--- config.mk ---
export PLATFORM = sky130hd
export DESIGN_NAME = opfwd_issue_stage_flat
export DESIGN_NICKNAME = d
export VERILOG_FILES = /design/src/rtl/opfwd_pkg.sv /design/src/rtl/opfwd_issue_stage_if.sv /design/src/rtl/opfwd_src_sel.sv /design/src/rtl/opfwd_issue_stage.sv /design/src/flat_wrapper.sv
export SDC_FILE = /design/constraint.sdc
export NUM_CORES = 1
export LEC_CHECK = 0
export BUFFER_PORTS_ARGS = -buffer_cell sky130_fd_sc_hd__buf_2
export CAP_MARGIN = 20
export CORE_AREA = 2 2 150 152
export CTS_CLUSTER_DIAMETER = 50
export DETAILED_ROUTE_END_ITERATION = 12
export DIE_AREA = 0 0 152 154
export HOLD_SLACK_MARGIN = 0.03
export PLACE_DENSITY = 0.67
export SLEW_MARGIN = 20
export SYNTH_ARGS = -nofsm -noshare
export SYNTH_HDL_FRONTEND = slang
export SYNTH_SLANG_ARGS = --single-unit
--- constraint.sdc ---
create_clock -name clk -period 2.07 [get_ports clk]
set_input_delay 0.414 -clock clk [delete_from_list [all_inputs] [get_ports clk]]
set_output_delay 0.414 -clock clk [all_outputs]
set_load 0.01 [all_outputs]
--- src/rtl/opfwd_pkg.sv ---
// Shared types and constants for the operand-forwarding issue stage.
//   sb_entry_t     : one in-flight destination record {valid, rd, we, is_load}
//   opfwd_rd_t     : register tag, wide enough for any REG_AW up to OPFWD_RD_W
//   OPFWD_ZERO_REG : hard-wired zero register tag
package opfwd_pkg;

    // Tags are stored at a fixed width so the struct does not depend on a module
    // parameter; narrower REG_AW values are zero-extended into it.
    localparam int unsigned OPFWD_RD_W = 8;

    typedef logic [OPFWD_RD_W-1:0] opfwd_rd_t;

    localparam opfwd_rd_t OPFWD_ZERO_REG = '0;

    typedef struct packed {
        logic      valid;
        opfwd_rd_t rd;
        logic      we;
        logic      is_load;
    } sb_entry_t;

    localparam sb_entry_t SB_ENTRY_EMPTY = '0;

    // True when an in-flight entry will produce the value of register addr.
    function automatic logic sb_match(input sb_entry_t e, input opfwd_rd_t addr);
        return e.valid & e.we & (e.rd == addr) & (addr != OPFWD_ZERO_REG);
    endfunction

endpackage

--- src/rtl/opfwd_issue_stage_if.sv ---
// Bundle of the ID-side request, downstream forwarding bus, pipeline controls and the
// EX-register outputs of opfwd_issue_stage.
//   master : decode/pipeline side (drives id_*, fwd_data, pipe_stall, flush)
//   slave  : the issue stage (drives id_ready, ex_*, perf_*)
interface opfwd_issue_stage_if #(
    parameter int unsigned XLEN      = 32,
    parameter int unsigned REG_AW    = 5,
    parameter int unsigned FWD_DEPTH = 3
);

    logic                      id_valid;
    logic                      id_ready;
    logic [REG_AW-1:0]         id_rs1_addr;
    logic [REG_AW-1:0]         id_rs2_addr;
    logic [XLEN-1:0]           id_rs1_data;
    logic [XLEN-1:0]           id_rs2_data;
    logic [REG_AW-1:0]         id_rd;
    logic                      id_rd_we;
    logic                      id_is_load;
    logic                      id_use_imm;
    logic [XLEN-1:0]           id_imm;

    logic [FWD_DEPTH*XLEN-1:0] fwd_data;
    logic                      pipe_stall;
    logic                      flush;

    logic                      ex_valid;
    logic                      ex_rd_we;
    logic                      ex_is_load;
    logic [REG_AW-1:0]         ex_rd;
    logic [XLEN-1:0]           ex_op_a;
    logic [XLEN-1:0]           ex_op_b;
    logic [XLEN-1:0]           ex_store_data;

    logic [31:0]               perf_stall_cnt;
    logic [31:0]               perf_fwd_cnt;

    modport master (
        output id_valid, id_rs1_addr, id_rs2_addr, id_rs1_data, id_rs2_data,
               id_rd, id_rd_we, id_is_load, id_use_imm, id_imm,
               fwd_data, pipe_stall, flush,
        input  id_ready, ex_valid, ex_rd_we, ex_is_load, ex_rd,
               ex_op_a, ex_op_b, ex_store_data, perf_stall_cnt, perf_fwd_cnt
    );

    modport slave (
        input  id_valid, id_rs1_addr, id_rs2_addr, id_rs1_data, id_rs2_data,
               id_rd, id_rd_we, id_is_load, id_use_imm, id_imm,
               fwd_data, pipe_stall, flush,
        output id_ready, ex_valid, ex_rd_we, ex_is_load, ex_rd,
               ex_op_a, ex_op_b, ex_store_data, perf_stall_cnt, perf_fwd_cnt
    );

endinterface

--- src/rtl/opfwd_src_sel.sv ---
// Forwarding select for one source operand.
//   addr      : source register address
//   rf_data   : register-file read data for addr
//   sb        : in-flight scoreboard, entry 0 = EX (youngest)
//   fwd_data  : stage k result at [k*XLEN +: XLEN]
//   data      : resolved operand value
//   hit       : value came from a downstream stage
//   load_use  : youngest producer is a load still in EX (value not yet available)
module opfwd_src_sel
    import opfwd_pkg::*;
#(
    parameter int unsigned XLEN      = 32,
    parameter int unsigned REG_AW    = 5,
    parameter int unsigned FWD_DEPTH = 3
) (
    input  logic [REG_AW-1:0]              addr,
    input  logic [XLEN-1:0]                rf_data,
    input  sb_entry_t [FWD_DEPTH-1:0]      sb,
    input  logic [FWD_DEPTH*XLEN-1:0]      fwd_data,
    output logic [XLEN-1:0]                data,
    output logic                           hit,
    output logic                           load_use
);

    opfwd_rd_t tag;

    assign tag = opfwd_rd_t'(addr);

    always_comb begin
        data     = rf_data;
        hit      = 1'b0;
        load_use = 1'b0;
        // Walk oldest to youngest so the youngest match overwrites the others.
        for (int k = int'(FWD_DEPTH) - 1; k >= 0; k--) begin
            if (sb_match(sb[k], tag)) begin
                data     = fwd_data[k*XLEN +: XLEN];
                hit      = 1'b1;
                load_use = sb[k].is_load & (k == 0);
            end
        end
        if (tag == OPFWD_ZERO_REG) begin
            data = '0;
        end
    end

endmodule

--- src/rtl/opfwd_issue_stage.sv ---
// Registered ID->EX operand stage with an in-flight destination scoreboard,
// priority forwarding from FWD_DEPTH downstream stages, load-use interlock,
// freeze (pipe_stall) and flush.
//   clk, rst_n : clock, asynchronous active-low reset
//   bus        : opfwd_issue_stage_if.slave (ID request, fwd_data, controls, EX register)
// Optional build macro OPFWD_PERF_EN adds saturating 32-bit stall / forward
// counters; without it perf_stall_cnt and perf_fwd_cnt read as 0.
module opfwd_issue_stage
    import opfwd_pkg::*;
#(
    parameter int unsigned XLEN      = 32,
    parameter int unsigned REG_AW    = 5,
    parameter int unsigned FWD_DEPTH = 3
) (
    input  logic                 clk,
    input  logic                 rst_n,
    opfwd_issue_stage_if.slave   bus
);

    sb_entry_t [FWD_DEPTH-1:0] sb_q, sb_d;
    logic [XLEN-1:0] op_a_q, op_a_d;
    logic [XLEN-1:0] op_b_q, op_b_d;
    logic [XLEN-1:0] store_q, store_d;

    logic [XLEN-1:0] fwd_a, fwd_b;
    logic            hit_a, hit_b;
    logic            lu_a, lu_b;
    logic            load_use;
    logic            issue;

    opfwd_src_sel #(
        .XLEN      (XLEN),
        .REG_AW    (REG_AW),
        .FWD_DEPTH (FWD_DEPTH)
    ) u_src_a (
        .addr     (bus.id_rs1_addr),
        .rf_data  (bus.id_rs1_data),
        .sb       (sb_q),
        .fwd_data (bus.fwd_data),
        .data     (fwd_a),
        .hit      (hit_a),
        .load_use (lu_a)
    );

    opfwd_src_sel #(
        .XLEN      (XLEN),
        .REG_AW    (REG_AW),
        .FWD_DEPTH (FWD_DEPTH)
    ) u_src_b (
        .addr     (bus.id_rs2_addr),
        .rf_data  (bus.id_rs2_data),
        .sb       (sb_q),
        .fwd_data (bus.fwd_data),
        .data     (fwd_b),
        .hit      (hit_b),
        .load_use (lu_b)
    );

    // rs2 always feeds store data, so it is a used source even when operand B
    // takes the immediate.
    assign load_use     = lu_a | lu_b;
    assign bus.id_ready = ~bus.pipe_stall & ~load_use;
    assign issue        = bus.id_valid & bus.id_ready & ~bus.flush;

    always_comb begin
        sb_d    = sb_q;
        op_a_d  = op_a_q;
        op_b_d  = op_b_q;
        store_d = store_q;
        if (!bus.pipe_stall) begin
            for (int k = int'(FWD_DEPTH) - 1; k >= 1; k--) begin
                sb_d[k] = sb_q[k-1];
            end
            if (issue) begin
                sb_d[0].valid   = 1'b1;
                sb_d[0].rd      = opfwd_rd_t'(bus.id_rd);
                sb_d[0].we      = bus.id_rd_we;
                sb_d[0].is_load = bus.id_is_load;
                op_a_d          = fwd_a;
                op_b_d          = bus.id_use_imm ? bus.id_imm : fwd_b;
                store_d         = fwd_b;
            end else begin
                // Bubble: control cleared, operands and tag left as they were.
                sb_d[0].valid   = 1'b0;
                sb_d[0].we      = 1'b0;
                sb_d[0].is_load = 1'b0;
            end
        end else if (bus.flush) begin
            // Frozen pipe, but the instruction sitting in EX is still killed.
            sb_d[0].valid = 1'b0;
            sb_d[0].we    = 1'b0;
        end
    end

    always_ff @(posedge clk or negedge rst_n) begin
        if (!rst_n) begin
            sb_q    <= '0;
            op_a_q  <= '0;
            op_b_q  <= '0;
            store_q <= '0;
        end else begin
            sb_q    <= sb_d;
            op_a_q  <= op_a_d;
            op_b_q  <= op_b_d;
            store_q <= store_d;
        end
    end

    // Entry 0 is the EX register's control half.
    assign bus.ex_valid      = sb_q[0].valid;
    assign bus.ex_rd_we      = sb_q[0].we;
    assign bus.ex_is_load    = sb_q[0].is_load;
    assign bus.ex_rd         = sb_q[0].rd[REG_AW-1:0];
    assign bus.ex_op_a       = op_a_q;
    assign bus.ex_op_b       = op_b_q;
    assign bus.ex_store_data = store_q;

`ifdef OPFWD_PERF_EN
    logic [31:0] stall_cnt_q, stall_cnt_d;
    logic [31:0] fwd_cnt_q, fwd_cnt_d;

    always_comb begin
        stall_cnt_d = stall_cnt_q;
        fwd_cnt_d   = fwd_cnt_q;
        if (bus.id_valid && load_use && !bus.pipe_stall && (stall_cnt_q != '1)) begin
            stall_cnt_d = stall_cnt_q + 32'd1;
        end
        if (issue && (hit_a || hit_b) && (fwd_cnt_q != '1)) begin
            fwd_cnt_d = fwd_cnt_q + 32'd1;
        end
    end

    always_ff @(posedge clk or negedge rst_n) begin
        if (!rst_n) begin
            stall_cnt_q <= '0;
            fwd_cnt_q   <= '0;
        end else begin
            stall_cnt_q <= stall_cnt_d;
            fwd_cnt_q   <= fwd_cnt_d;
        end
    end

    assign bus.perf_stall_cnt = stall_cnt_q;
    assign bus.perf_fwd_cnt   = fwd_cnt_q;
`else
    logic unused_hit;
    assign unused_hit         = hit_a ^ hit_b;
    assign bus.perf_stall_cnt = '0;
    assign bus.perf_fwd_cnt   = '0;
`endif

endmodule
--- src/flat_wrapper.sv ---
// flat-port wrapper written by rule: the top's interface ports become plain ports
module opfwd_issue_stage_flat import opfwd_pkg::*;
#(
    parameter int unsigned XLEN      = 32,
    parameter int unsigned REG_AW    = 5,
    parameter int unsigned FWD_DEPTH = 3
)
  (clk, rst_n, bus_id_valid, bus_id_rs1_addr, bus_id_rs2_addr, bus_id_rs1_data, bus_id_rs2_data, bus_id_rd, bus_id_rd_we, bus_id_is_load, bus_id_use_imm, bus_id_imm, bus_fwd_data, bus_pipe_stall, bus_flush, bus_id_ready, bus_ex_valid, bus_ex_rd_we, bus_ex_is_load, bus_ex_rd, bus_ex_op_a, bus_ex_op_b, bus_ex_store_data, bus_perf_stall_cnt, bus_perf_fwd_cnt);
  opfwd_issue_stage_if #(.XLEN(XLEN), .REG_AW(REG_AW), .FWD_DEPTH(FWD_DEPTH)) bus_i ();
  input  logic clk;
  input  logic rst_n;
  input wire logic [$bits(bus_i.id_valid)-1:0] bus_id_valid;
  input wire logic [$bits(bus_i.id_rs1_addr)-1:0] bus_id_rs1_addr;
  input wire logic [$bits(bus_i.id_rs2_addr)-1:0] bus_id_rs2_addr;
  input wire logic [$bits(bus_i.id_rs1_data)-1:0] bus_id_rs1_data;
  input wire logic [$bits(bus_i.id_rs2_data)-1:0] bus_id_rs2_data;
  input wire logic [$bits(bus_i.id_rd)-1:0] bus_id_rd;
  input wire logic [$bits(bus_i.id_rd_we)-1:0] bus_id_rd_we;
  input wire logic [$bits(bus_i.id_is_load)-1:0] bus_id_is_load;
  input wire logic [$bits(bus_i.id_use_imm)-1:0] bus_id_use_imm;
  input wire logic [$bits(bus_i.id_imm)-1:0] bus_id_imm;
  input wire logic [$bits(bus_i.fwd_data)-1:0] bus_fwd_data;
  input wire logic [$bits(bus_i.pipe_stall)-1:0] bus_pipe_stall;
  input wire logic [$bits(bus_i.flush)-1:0] bus_flush;
  output wire logic [$bits(bus_i.id_ready)-1:0] bus_id_ready;
  output wire logic [$bits(bus_i.ex_valid)-1:0] bus_ex_valid;
  output wire logic [$bits(bus_i.ex_rd_we)-1:0] bus_ex_rd_we;
  output wire logic [$bits(bus_i.ex_is_load)-1:0] bus_ex_is_load;
  output wire logic [$bits(bus_i.ex_rd)-1:0] bus_ex_rd;
  output wire logic [$bits(bus_i.ex_op_a)-1:0] bus_ex_op_a;
  output wire logic [$bits(bus_i.ex_op_b)-1:0] bus_ex_op_b;
  output wire logic [$bits(bus_i.ex_store_data)-1:0] bus_ex_store_data;
  output wire logic [$bits(bus_i.perf_stall_cnt)-1:0] bus_perf_stall_cnt;
  output wire logic [$bits(bus_i.perf_fwd_cnt)-1:0] bus_perf_fwd_cnt;
  assign bus_i.id_valid = bus_id_valid;
  assign bus_i.id_rs1_addr = bus_id_rs1_addr;
  assign bus_i.id_rs2_addr = bus_id_rs2_addr;
  assign bus_i.id_rs1_data = bus_id_rs1_data;
  assign bus_i.id_rs2_data = bus_id_rs2_data;
  assign bus_i.id_rd = bus_id_rd;
  assign bus_i.id_rd_we = bus_id_rd_we;
  assign bus_i.id_is_load = bus_id_is_load;
  assign bus_i.id_use_imm = bus_id_use_imm;
  assign bus_i.id_imm = bus_id_imm;
  assign bus_i.fwd_data = bus_fwd_data;
  assign bus_i.pipe_stall = bus_pipe_stall;
  assign bus_i.flush = bus_flush;
  assign bus_id_ready = bus_i.id_ready;
  assign bus_ex_valid = bus_i.ex_valid;
  assign bus_ex_rd_we = bus_i.ex_rd_we;
  assign bus_ex_is_load = bus_i.ex_is_load;
  assign bus_ex_rd = bus_i.ex_rd;
  assign bus_ex_op_a = bus_i.ex_op_a;
  assign bus_ex_op_b = bus_i.ex_op_b;
  assign bus_ex_store_data = bus_i.ex_store_data;
  assign bus_perf_stall_cnt = bus_i.perf_stall_cnt;
  assign bus_perf_fwd_cnt = bus_i.perf_fwd_cnt;
  opfwd_issue_stage #(.XLEN(XLEN), .REG_AW(REG_AW), .FWD_DEPTH(FWD_DEPTH)) u_core (.clk(clk), .rst_n(rst_n), .bus(bus_i));
endmodule
======== After elaboration in Yosys (flattened, before gate mapping) ========
Index checks and enable logic that the tools add are counted.
cells by class
  reductions and logical operators ........ 5
  multiplexer cells ....................... 16
  eq/ne operators ......................... 7
  bitwise operators ....................... 22
operators with widths
  operator                                               number
  2-to-1 mux 32 bit                                      9
  == test 5 bit                                          6
  AND 1 bit                                              18
  logical NOT 8 bit                                      2
  nonzero test 8 bit                                     2
  2-to-1 mux 1 bit                                       6
  inverter 1 bit                                         3
  2-to-1 mux 2 bit                                       1
  inequality test 2 x 1 -> 1 bit, second input constant  1
  AND reduction 2 bit                                    1
  bitwise OR 1 bit                                       1
word-level totals
  flip-flop bits (word level) ............. 118
  logic and storage cells ................. 63
  input bits .............................. 215

======== Depth between registers and ports, before layout ========
Gate-level depths: netlist (run 1).
  depth in word-level cells ............... 11
  depth in mapped cells ................... 10
  mapped depth without buffers ............ 6

======== Hierarchy ========
Synthesis (run 1) repeated with hierarchy kept, for this count alone.
unflattened totals
  cell total of the unflattened synthesis .. 740
  area total of the unflattened synthesis .. 8408.1 um^2
modules (own cells, without submodules)
  module             area an instance (um^2)  instances  cells each
  opfwd_issue_stage  5462.7                   1          364
  opfwd_src_sel      1472.7                   2          188

======== Worst setup path before layout (run 1) ========
Ideal clock, no wire load.
  kind .................................... input to register
  from .................................... in bus_id_rs2_addr[1]
  to ...................................... reg u_core.op_b_q[0] (netlist: u_core.bus.ex_op_b[0])
  required time ........................... 1944 ps
  setup slack ............................. -154 ps
  library setup time ...................... 126 ps
  arrival ................................. 2098 ps
  path buffers ............................ 2
  cell stages on the path ................. 8
  cell sequence ........................... or4_4 o211ai_4 or2_1 buf_2 buf_4 a311o_1 a21oi_1 a221o_1
on the way
  longest elaborated chain between the ends .. 10
  elaborated cells between the ends (all ways) .. 23
RTL lines
  item                                  RTL line                  source
  from (decl)                           flat_wrapper.sv:14        input wire logic [$bits(bus_i.id_rs2_addr)-1:0] bus_id_rs2_addr;
  == test 5 bit                         opfwd_pkg.sv:26           return e.valid & e.we & (e.rd == addr) & (addr != OPFWD_ZERO_REG);
  AND 1 bit (2 in a row)                opfwd_pkg.sv:26
  2-to-1 mux 1 bit                      opfwd_src_sel.sv:35       if (sb_match(sb[k], tag)) begin
  bitwise OR 1 bit                      opfwd_issue_stage.sv:61   assign load_use = lu_a | lu_b;
  inverter 1 bit                        opfwd_issue_stage.sv:62   assign bus.id_ready = ~bus.pipe_stall & ~load_use;
  AND 1 bit                             opfwd_issue_stage.sv:62
  AND 1 bit (2 in a row)                opfwd_issue_stage.sv:63   assign issue = bus.id_valid & bus.id_ready & ~bus.flush;
  AND reduction 2 bit (no source line)  -
  to (signal assigned)                  opfwd_issue_stage.sv:104  op_b_q <= op_b_d;
  to (decl)                             opfwd_issue_stage.sv:22   logic [XLEN-1:0] op_b_q, op_b_d;
Parallel ways exist; a longest one is shown, timed or not.
A chain may end at the register's enable or synchronous reset.

======== Worst setup path after layout (run 1) ========
  from .................................... reg u_core.sb_q, in the netlist u_core.bus.ex_rd[4]
  to ...................................... reg u_core.op_b_q[5] (netlist: u_core.bus.ex_op_b[5])
on the way
  longest elaborated chain between the ends .. 10
  elaborated cells between the ends (all ways) .. 17
RTL lines
  item                                  RTL line                  source
  from (decl)                           opfwd_issue_stage.sv:20   sb_entry_t [FWD_DEPTH-1:0] sb_q, sb_d;
  from (signal assigned)                opfwd_issue_stage.sv:97   sb_q <= '0;
  from (signal assigned)                opfwd_issue_stage.sv:102  sb_q <= sb_d;
  == test 5 bit                         opfwd_pkg.sv:26
  AND 1 bit (2 in a row)                opfwd_pkg.sv:26
  2-to-1 mux 1 bit                      opfwd_src_sel.sv:35
  bitwise OR 1 bit                      opfwd_issue_stage.sv:61
  inverter 1 bit                        opfwd_issue_stage.sv:62
  AND 1 bit                             opfwd_issue_stage.sv:62
  AND 1 bit (2 in a row)                opfwd_issue_stage.sv:63
  AND reduction 2 bit (no source line)  -
Parallel ways exist; a longest one is shown, timed or not.

==> parameters.txt, run 1 <==
Parameter                              Value

Clock network
  Clock Latency Late Sink    410 ps
  Master cell of the clock root buffer    sky130_fd_sc_hd__clkbuf_16
  TritonCTS clock tree    done
  Clock tree buffer depth    2
  Clock buffers created by TritonCTS    17
  CTS H-tree depth    4
  Number of clock sinks    118
  Clock edge transition at the registers on the reported setup and hold paths    60 ps

Layout
  Number of nets in the final layout    1365
  Most common cell after layout, fill and taps aside    sky130_fd_sc_hd__buf_2
  Synthesis-to-finish area growth    42.04%
  Layout cells sized above 1    47.16%
  Final instance count without filler cells    1443
  Fill cell count    2039
  Commonest non-fill, non-tap cells in the layout    317 x sky130_fd_sc_hd__buf_2, 118 x sky130_fd_sc_hd__dfrtp_1, 69 x sky130_fd_sc_hd__nand2_1

Die
  Area of the placeable core    0.02169 mm²
  Y dimension of the die    154 µm
  X dimension of the die    152 µm
  Full die area    0.02341 mm²
  Initial cell density of the core    35.10%
  Ports placed on the boundary    384
  Row Count    54

Critical path
  Delay of the slowest critical-path stage    410 ps
  Slack of the worst reg-to-reg path    -360 ps
  Worst path required time    2360 ps
  Cells along the critical path    xor2_1 > nor4_1 > buf_4 > nand4_1 > buf_4 > o211ai_1 > clkbuf_16 > nor2_4 > clkbuf_16 > a221o_1
  Critical Path Fanout Max    10
  Kind of launch point of the worst setup path    register
  Critical path buffers and inverters    4
  Data arrival at the endpoint of the critical path    2720 ps
  CP endpoint kind    register
  Dominant delay contributor by cell family on the critical path    buffers and inverters
  WS Path Type    reg -> reg
  Library cell contributing the largest single delay on the critical path    sky130_fd_sc_hd__dfrtp_1

Global routing
  GR Overflow Total    0
  Global-route wire length before repair    44300 µm
  All-Layer GR Usage    24.30%
  Largest net degree at the start of global routing    51
  Vias in the first global route    7911
  Number of antenna violations at the first check in global routing    2

Timing
  Worst Slack Setup Final    -360.7 ps
  Worst clock skew    13.08 ps
  Highest clock rate    0.4114 GHz
  Final count of negative-setup-slack endpoints    105
  Final critical path time including I/O delays and setup    2431 ps
  Pins over their slew limit    0
  Endpoints failing hold    0
  Unrepaired setup endpoints after global routing    true
  Share of the cycle needed by the critical path after routing    117.4%

Run status
  Violations in the final reports    setup timing
  Status    finished, violations left

Routing
  Length of the first detailed-routing pass in iterations    6
  Number of remaining DRC errors    0
  Count of routing violations after the opening detailed-route iteration    398
  Remaining number of nets flagged by the antenna check after routing    0
  Vias/cell    5.404
  Vias after detailed routing    7798
  Average wire per standard cell    20.63 µm
  Drt total wl    29780 µm

Synthesis
  Number of different library cells in the post-synthesis netlist    34
  Cell taking the most area after synthesis    sky130_fd_sc_hd__dfrtp_1
  Number of synthesized flops with an enable pin    0
  Number of flip-flops and latches in the synthesized netlist    118
  Sequential fraction of the synthesis area    38.78%
  Post-Syn Instances    800
  Top_reg_cell synth    sky130_fd_sc_hd__dfrtp_1
  Share of the synthesized area in the top cell type    38.78%
  Top cells by area in the synthesized netlist    sky130_fd_sc_hd__dfrtp_1 39%, sky130_fd_sc_hd__mux2_2 12%, sky130_fd_sc_hd__buf_4 7.1%
  Post-synthesis area per instance    9.517 µm²
  Fraction of synthesis flops using an asynchronous set or reset pin    100.0%
  Syn Std Cell Area    0.007614 mm²
  Total of warnings raised by yosys    0

Placement
  Count of port buffers added during placement    319
  Post-DP HPWL    22190 µm
  Placer Congestion    0.8971
  Worst setup timing slack at the placement stage    -534.6 ps
  Total placed cells including tap cells    1399

Power
  Leakage dissipation    4.990 nW
  Total power per unit cell area    761.3 mW/mm²
  Worst VDD drop    0.4381 mV

Min path
  Worst hold path type    in -> reg

Run
  Max cap viols    0
area by class of cell:
type,count,area [µm²],share of cell area [%]
tap,280,350.3,3.240
inverter,3,11.26,0.1041
multi-input combinational,602,4269,39.48
timing repair buffer,408,2661,24.61
clock inverter,9,102.6,0.9487
clock buffer,22,464.2,4.292
sequential,118,2953,27.31
antenna,1,2.502,0.02314
synthesized netlist by cell type, drive strengths merged, types with 2 or more instances:
master	n
nand2	71
a311o	32
o211ai	3
nor3	33
mux2	83
nand3	33
buf	90
clkbuf	50
nand4	4
a22oi	32
mux2i	32
xnor2	12
nor3b	2
and2	3
a21oi	32
dfrtp	118
and4	2
inv	3
a221o	32
xor2	18
nor4	4
nor2	38
o211a	2
o21ai	67
registers in the layout, summed over array words and instances (netlist names):
signal	flops
u_core.bus.ex_is_load	1
u_core.bus.ex_rd_we	1
u_core.bus.ex_valid	1
u_core.bus.ex_rd	5
u_core.bus.ex_op_a	32
u_core.bus.ex_op_b	32
u_core.sb_q	14
u_core.bus.ex_store_data	32
metal layers:
metal  up-vias  global-route usage, %  share of wire, %
li1       3518                      -                 -
met1      3787                  27.62                38
met2       415                  44.04                51
met3        76                  5.045               6.8
met4         2                  10.64               3.5
met5         -                      0             0.044
timing repair:
item                       in CTS  in global routing
gates cloned                    0                  4
pin swaps                      12                 14
setup buffers                   4                  4
hold buffers                    1                  0
setup endpoints to repair      83                105
hold endpoints to repair       20                  0
resized for setup              17                 43
worst paths after layout:
check / start / to / cells past startpoint
worst max register to register: u_core.bus.ex_rd[4] / u_core.bus.ex_op_b[5] / 10
worst min register to register: u_core.bus.ex_store_data[3] / u_core.bus.ex_store_data[3] / 1
min in group asynchronous: rst_n / u_core.bus.ex_op_b[21] / 2
worst min-delay path: bus_id_rd[4] / u_core.bus.ex_rd[4] / 2
worst max-delay path: u_core.bus.ex_rd[4] / u_core.bus.ex_op_b[5] / 10
max in group asynchronous: rst_n / u_core.bus.ex_store_data[10] / 3
where the power goes:
group          switching (mW)  internal [mW]
clock                    1.09           1.82
sequential              0.298           2.72
combinational            1.15           1.15
cell families (layout without fill, tap and decap cells):
family                 Yosys count  after routing  share of synthesized area (%)
XOR/XNOR                        30             30                          3.451
AND/OR/NAND/NOR                192            192                          11.27
flip-flops                     118            118                          38.78
other                            1             65                        0.04925
AO/OA/AOI/OAI                  201            201                          19.05
buffers and inverters          143            442                          10.91
multiplexers                   115            115                          16.48
through the flow:
step	utilization, %	area, µm²	total power, mW	hold slack (ps)	setup TNS (ps)
after global placement	45.51	9871	5.193	337.5	-36300
after detailed placement	45.51	9871	5.230	340.4	-39390
after CTS	48.59	10540	8.206	222.3	-19760
after floorplan	-	7911	4.172	118.4	-7357
after global routing	49.86	10810	8.594	221.3	-40050
final	49.86	10810	8.233	236.3	-26980
Power figures use the tool's default switching activity.
==> run 2: changes to the inputs <==
- PLACE_DENSITY: 0.67 -> not set
- REMOVE_ABC_BUFFERS: not set -> 1
- clock period: 2.07 -> 2.95 ns (I/O delays scaled with it)
==> parameters.txt, run 2 (same netlist as run 1, synthesis figures left out) <==
Parameter                              Value

Critical path
  WS Path Type    reg -> out
  Critical Path Fanout Max    5
  CP endpoint kind    primary output
  Worst path required time    2360 ps
  Kind of launch point of the worst setup path    register
  Data arrival at the endpoint of the critical path    2100 ps

Clock network
  Number of clock sinks    118
  Clock edge transition at the registers on the reported setup and hold paths    60 ps
  TritonCTS clock tree    done
  Master cell of the clock root buffer    sky130_fd_sc_hd__clkbuf_16
  Clock buffers created by TritonCTS    17
  Clock tree buffer depth    2
  Number of gates given a new drive strength after cts    0
  Number of buffers inserted by post-CTS setup repair    0
  CTS H-tree depth    4
  Clock Latency Late Sink    410 ps
  Hold-fix buffers at CTS    0

Layout
  Commonest non-fill, non-tap cells in the layout    318 x sky130_fd_sc_hd__buf_2, 118 x sky130_fd_sc_hd__dfrtp_1, 83 x sky130_fd_sc_hd__mux2_2
  Synthesis-to-finish area growth    30.80%
  Final cell utilization of the core    45.92%
  Design area    0.009958 mm²
  Most common cell after layout, fill and taps aside    sky130_fd_sc_hd__buf_2
  Final instance count without filler cells    1392
  Layout cells sized above 1    43.38%
  Number of nets in the final layout    1316

Die
  Ports placed on the boundary    384
  Y dimension of the die    154 µm
  Row Count    54
  Initial cell density of the core    35.10%
  X dimension of the die    152 µm
  Full die area    0.02341 mm²
  Area of the placeable core    0.02169 mm²

Timing
  Final critical path time including I/O delays and setup    2686 ps
  Unrepaired setup endpoints after global routing    false
  Worst-margin pin slew    968.1 ps
  Slew HR    35.31%
  Share of the cycle needed by the critical path after routing    91.04%
  Pins over their slew limit    0
  Endpoints failing hold    0
  Worst clock skew    11.16 ps
  Highest clock rate    0.3723 GHz
  Final count of negative-setup-slack endpoints    0

Global routing
  Number of antenna violations at the first check in global routing    2
  All-Layer GR Usage    23.25%
  GRT Max-Usage Layer    met2
  Largest net degree at the start of global routing    119
  Global-route wire length before repair    42590 µm
  GR Util met2    39.55%
  Met1 Use GR    29.29%
  GR Overflow Total    0
  Met3 usage in global routing    5.242%
  Vias in the first global route    7456

Placement
  Placer Congestion    0.8396
  Post-DP HPWL    19900 µm
  Cell area after placement    0.009418 mm²
  Count of port buffers added during placement    319
  Total placed cells including tap cells    1362

Power
  Leakage dissipation    4.539 nW
  Worst VDD drop    0.3484 mV
  Total power per unit cell area    548.9 mW/mm²

Run
  Max cap viols    0

Routing
  Remaining number of nets flagged by the antenna check after routing    0
  Count of routing violations after the opening detailed-route iteration    480
  Drt total wl    27770 µm
  Vias after detailed routing    7396
  Number of remaining DRC errors    0
  Length of the first detailed-routing pass in iterations    4
  Average wire per standard cell    19.95 µm
  Vias/cell    5.313

Min path
  Worst hold path type    in -> async

Run status
  Status    complete, no violations
==> run 2: cell count changes in the layout (fill, tap and decap cells not counted), sizes merged <==
cell         delta
bufinv          -1
clkbuf          -6
buf            -44
dlygate4sd3     -1
clkinv          +1
==> run 2: area by class of cell <==
cell class,instances,area (µm²)
Fill cell,2117,11730
Antenna cell,1,2.502
Sequential cell,118,2953
Tap cell,280,350.3
Clock inverter,9,81.33
Inverter,3,11.26
Multi-Input combinational cell,602,4116
Clock buffer,20,456.7
Timing Repair Buffer,359,1987
==> run 2: final timing paths <==
kind,startpoint,to,slack (ps),cells after the start
max,u_core.bus.ex_rd[1],bus_id_ready,260,6
min,rst_n,u_core.bus.ex_rd[4],280,2
min in group clk,bus_id_rd[4],u_core.bus.ex_rd[4],410,2
max reg2reg,u_core.bus.ex_rd[0],u_core.bus.ex_store_data[31],420,8
max in group asynchronous,rst_n,u_core.bus.ex_store_data[2],2170,2
min reg2reg,u_core.bus.ex_store_data[24],u_core.bus.ex_store_data[24],500,1
==> run 2: per-stage QoR <==
step	setup slack [ps]	power [mW]	setup TNS, ps	hold WS, ps
floorplan	-6330	2.810	-506220	294.4
global placement	91.02	3.522	0	480.6
detailed placement	56.64	3.541	0	487.3
CTS	222.4	5.525	0	313.5
global route	163.2	5.754	0	328.6
finish	264.3	5.466	0	280.1
==> run 2: critical path, cell delays in order (launching register included) <==
cell	delay, ps
sky130_fd_sc_hd__dfrtp_1	450
sky130_fd_sc_hd__xor2_1	170
sky130_fd_sc_hd__nor4_1	390
sky130_fd_sc_hd__nand2_1	130
sky130_fd_sc_hd__buf_4	170
sky130_fd_sc_hd__o211a_1	230
sky130_fd_sc_hd__buf_2	140
==> run 2: power by group <==
part           internal [mW]  total [mW]  switching [mW]
Combinational          0.656        1.39           0.733
Sequential              1.91        2.12           0.213
Clock                   1.18        1.95           0.770
==> run 2: per-layer routing <==
metal / vias up / routed length (µm)
li1: 3410 / -
met1: 3558 / 11520
met2: 388 / 13660
met3: 38 / 2072
met4: 2 / 509
met5: - / 13
==> run 3: changes to the inputs <==
- REMOVE_ABC_BUFFERS: 1 -> not set
==> parameters.txt, run 3 (same netlist as run 1, synthesis figures left out) <==
Parameter                              Value

Run status
  Status    complete, no violations

Critical path
  Worst path required time    2360 ps
  Reg2reg start    u_core.bus.ex_rd[0]
  Capture point of the critical path    bus_id_ready
  Critical path buffers and inverters    1
  Critical Path Stages    5
  Kind of launch point of the worst setup path    register
  Slack of the worst reg-to-reg path    460 ps
  Critical Path Fanout Max    5
  Cells along the critical path    xor2_1 > nor4_1 > nand4_1 > o211a_1 > buf_2
  Start point of the critical path    u_core.bus.ex_rd[0]
  WS Path Type    reg -> out
  Data arrival at the endpoint of the critical path    2070 ps
  Delay of the slowest critical-path stage    480 ps
  CP endpoint kind    primary output
  Dominant delay contributor by cell family on the critical path    simple AND/OR/NAND/NOR gates
  FF-to-FF End    u_core.bus.ex_op_b[0]
  Library cell contributing the largest single delay on the critical path    sky130_fd_sc_hd__nor4_1
  Worst R2R Path Depth    8

Clock network
  Number of gates given a new drive strength after cts    0
  Clock edge transition at the registers on the reported setup and hold paths    60 ps
  Clock Latency Late Sink    420 ps
  CTS H-tree depth    4
  Hold-fix buffers at CTS    0
  Number of buffers inserted by post-CTS setup repair    0
  TritonCTS clock tree    done
  Master cell of the clock root buffer    sky130_fd_sc_hd__clkbuf_16
  Clock tree buffer depth    2
  Clock buffers created by TritonCTS    17
  Number of clock sinks    118

Power
  Share of total power in combinational logic    23.9%
  Register share of total power    36.1%
  Switching share of power    30.17%
  Total power after layout    5.897 mW
  Total power per unit cell area    581.5 mW/mm²
  P_int    4.117 mW
  Worst VDD drop    0.4345 mV
  Clock Power Share    39.9%
  Leakage dissipation    4.611 nW
  Sw Pwr    1.779 mW

Timing
  Final count of negative-setup-slack endpoints    0
  Endpoints failing hold    0
  Slew HR    53.03%
  Worst clock skew    8.274 ps
  Final critical path time including I/O delays and setup    2663 ps
  Setup Total Neg Slack    0 ps
  Share of the cycle needed by the critical path after routing    90.26%
  Final worst hold slack    245.5 ps
  Pins over their slew limit    0
  Unrepaired setup endpoints after global routing    false
  Highest clock rate    0.3756 GHz
  Worst-margin pin slew    704.6 ps

Die
  X dimension of the die    152 µm
  Ports placed on the boundary    384
  Row Count    54
  Area of the placeable core    0.02169 mm²
  Y dimension of the die    154 µm
  Full die area    0.02341 mm²
  Initial cell density of the core    35.10%

Routing
  Length of the first detailed-routing pass in iterations    4
  Number of remaining DRC errors    0
  Average wire per standard cell    20.88 µm
  Count of routing violations after the opening detailed-route iteration    466
  Met3 WL post-DR    2029 µm
  Vias after detailed routing    7493
  Remaining number of nets flagged by the antenna check after routing    0
  Drt total wl    29180 µm
  Met1 routed wirelength after detailed routing    11730 µm
  Wire length on met2    14710 µm
  Vias/cell    5.360
  Topmost layer with routed signal wires    met4

Placement
  Post-DP HPWL    21670 µm
  Count of port buffers added during placement    319
  Placer Congestion    0.8491
  Total placed cells including tap cells    1363

Layout
  Sequential cell area    0.002953 mm²
  Final instance count without filler cells    1398
  Area occupied by multi-input gates    0.004115 mm²
  Synthesis-to-finish area growth    33.18%
  Final cell utilization of the core    46.75%
  Commonest non-fill, non-tap cells in the layout    318 x sky130_fd_sc_hd__buf_2, 118 x sky130_fd_sc_hd__dfrtp_1, 83 x sky130_fd_sc_hd__mux2_2
  Number of nets in the final layout    1317
  Layout cells sized above 1    43.32%
  Most common cell after layout, fill and taps aside    sky130_fd_sc_hd__buf_2
  Fill cell count    2139

Min path
  Worst hold path type    in -> async

Global routing
  Vias in the first global route    7437
  GR Overflow Total    0
  Global-route wire length before repair    44190 µm
  All-Layer GR Usage    24.45%
  Largest net degree at the start of global routing    119
  Number of antenna violations at the first check in global routing    3

Run
  Max cap viols    0
## run 3: cell types whose count changed in the layout (fill, tap and decap cells not counted)
cell / delta
sky130_fd_sc_hd__bufinv_16: +4
sky130_fd_sc_hd__buf_4: -3
sky130_fd_sc_hd__clkinv_4: +1
sky130_fd_sc_hd__clkinv_2: -4
sky130_fd_sc_hd__and4_1: +1
sky130_fd_sc_hd__buf_12: +4
sky130_fd_sc_hd__clkbuf_1: +1
sky130_fd_sc_hd__and4_2: -1
sky130_fd_sc_hd__or2_2: -1
sky130_fd_sc_hd__clkinvlp_4: +1
sky130_fd_sc_hd__diode_2: +2
sky130_fd_sc_hd__or2_1: +1
## run 3: through the flow
stage	setup slack [ps]	cell area, µm²
floorplan	550.4	7850
global placement	161.7	9474
detailed placement	142.2	9474
CTS	289.3	10130
global route	217.7	10140
finish	287.3	10140
## run 3: routing by layer
| metal | vias to the layer above | track usage (%) |
|---|---|---|
| met4 | 0 | 8.144 |
| li1 | 3404 | - |
| met2 | 380 | 42.56 |
| met5 | - | 0 |
| met1 | 3656 | 29.80 |
| met3 | 53 | 5.834 |
## run 3: area by class of cell
cell class                 instances  area share [%]
clock inverter                    11           1.950
multi-input combinational        602           40.59
timing repair buffer             360           20.16
tap                              280           3.455
inverter                           3          0.1111
clock buffer                      21           4.541
antenna                            3         0.07404
sequential                       118           29.12
## run 3: worst min path at each step
stage,startpoint,to,slack (ps),cells past startpoint
finish,rst_n,u_core.bus.ex_store_data[22],250,2
global route,rst_n,u_core.bus.ex_store_data[22],310,2
CTS,rst_n,u_core.bus.ex_store_data[22],300,2
detailed placement,u_core.bus.ex_store_data[3],u_core.bus.ex_store_data[3],490,1
global placement,u_core.sb_q[32],u_core.sb_q[32],480,1
floorplan,rst_n,u_core.bus.ex_is_load,290,0
## run 3: power groups by stage
| stage | combinational, mW | clock [mW] | sequential, mW |
|---|---|---|---|
| after global placement | 1.40 | 0 | 2.15 |
| after CTS | 1.42 | 2.40 | 2.13 |
| after detailed placement | 1.42 | 0 | 2.15 |
| after global routing | 1.53 | 2.47 | 2.17 |
| after floorplan | 0.688 | 0 | 2.22 |
| final | 1.41 | 2.35 | 2.13 |
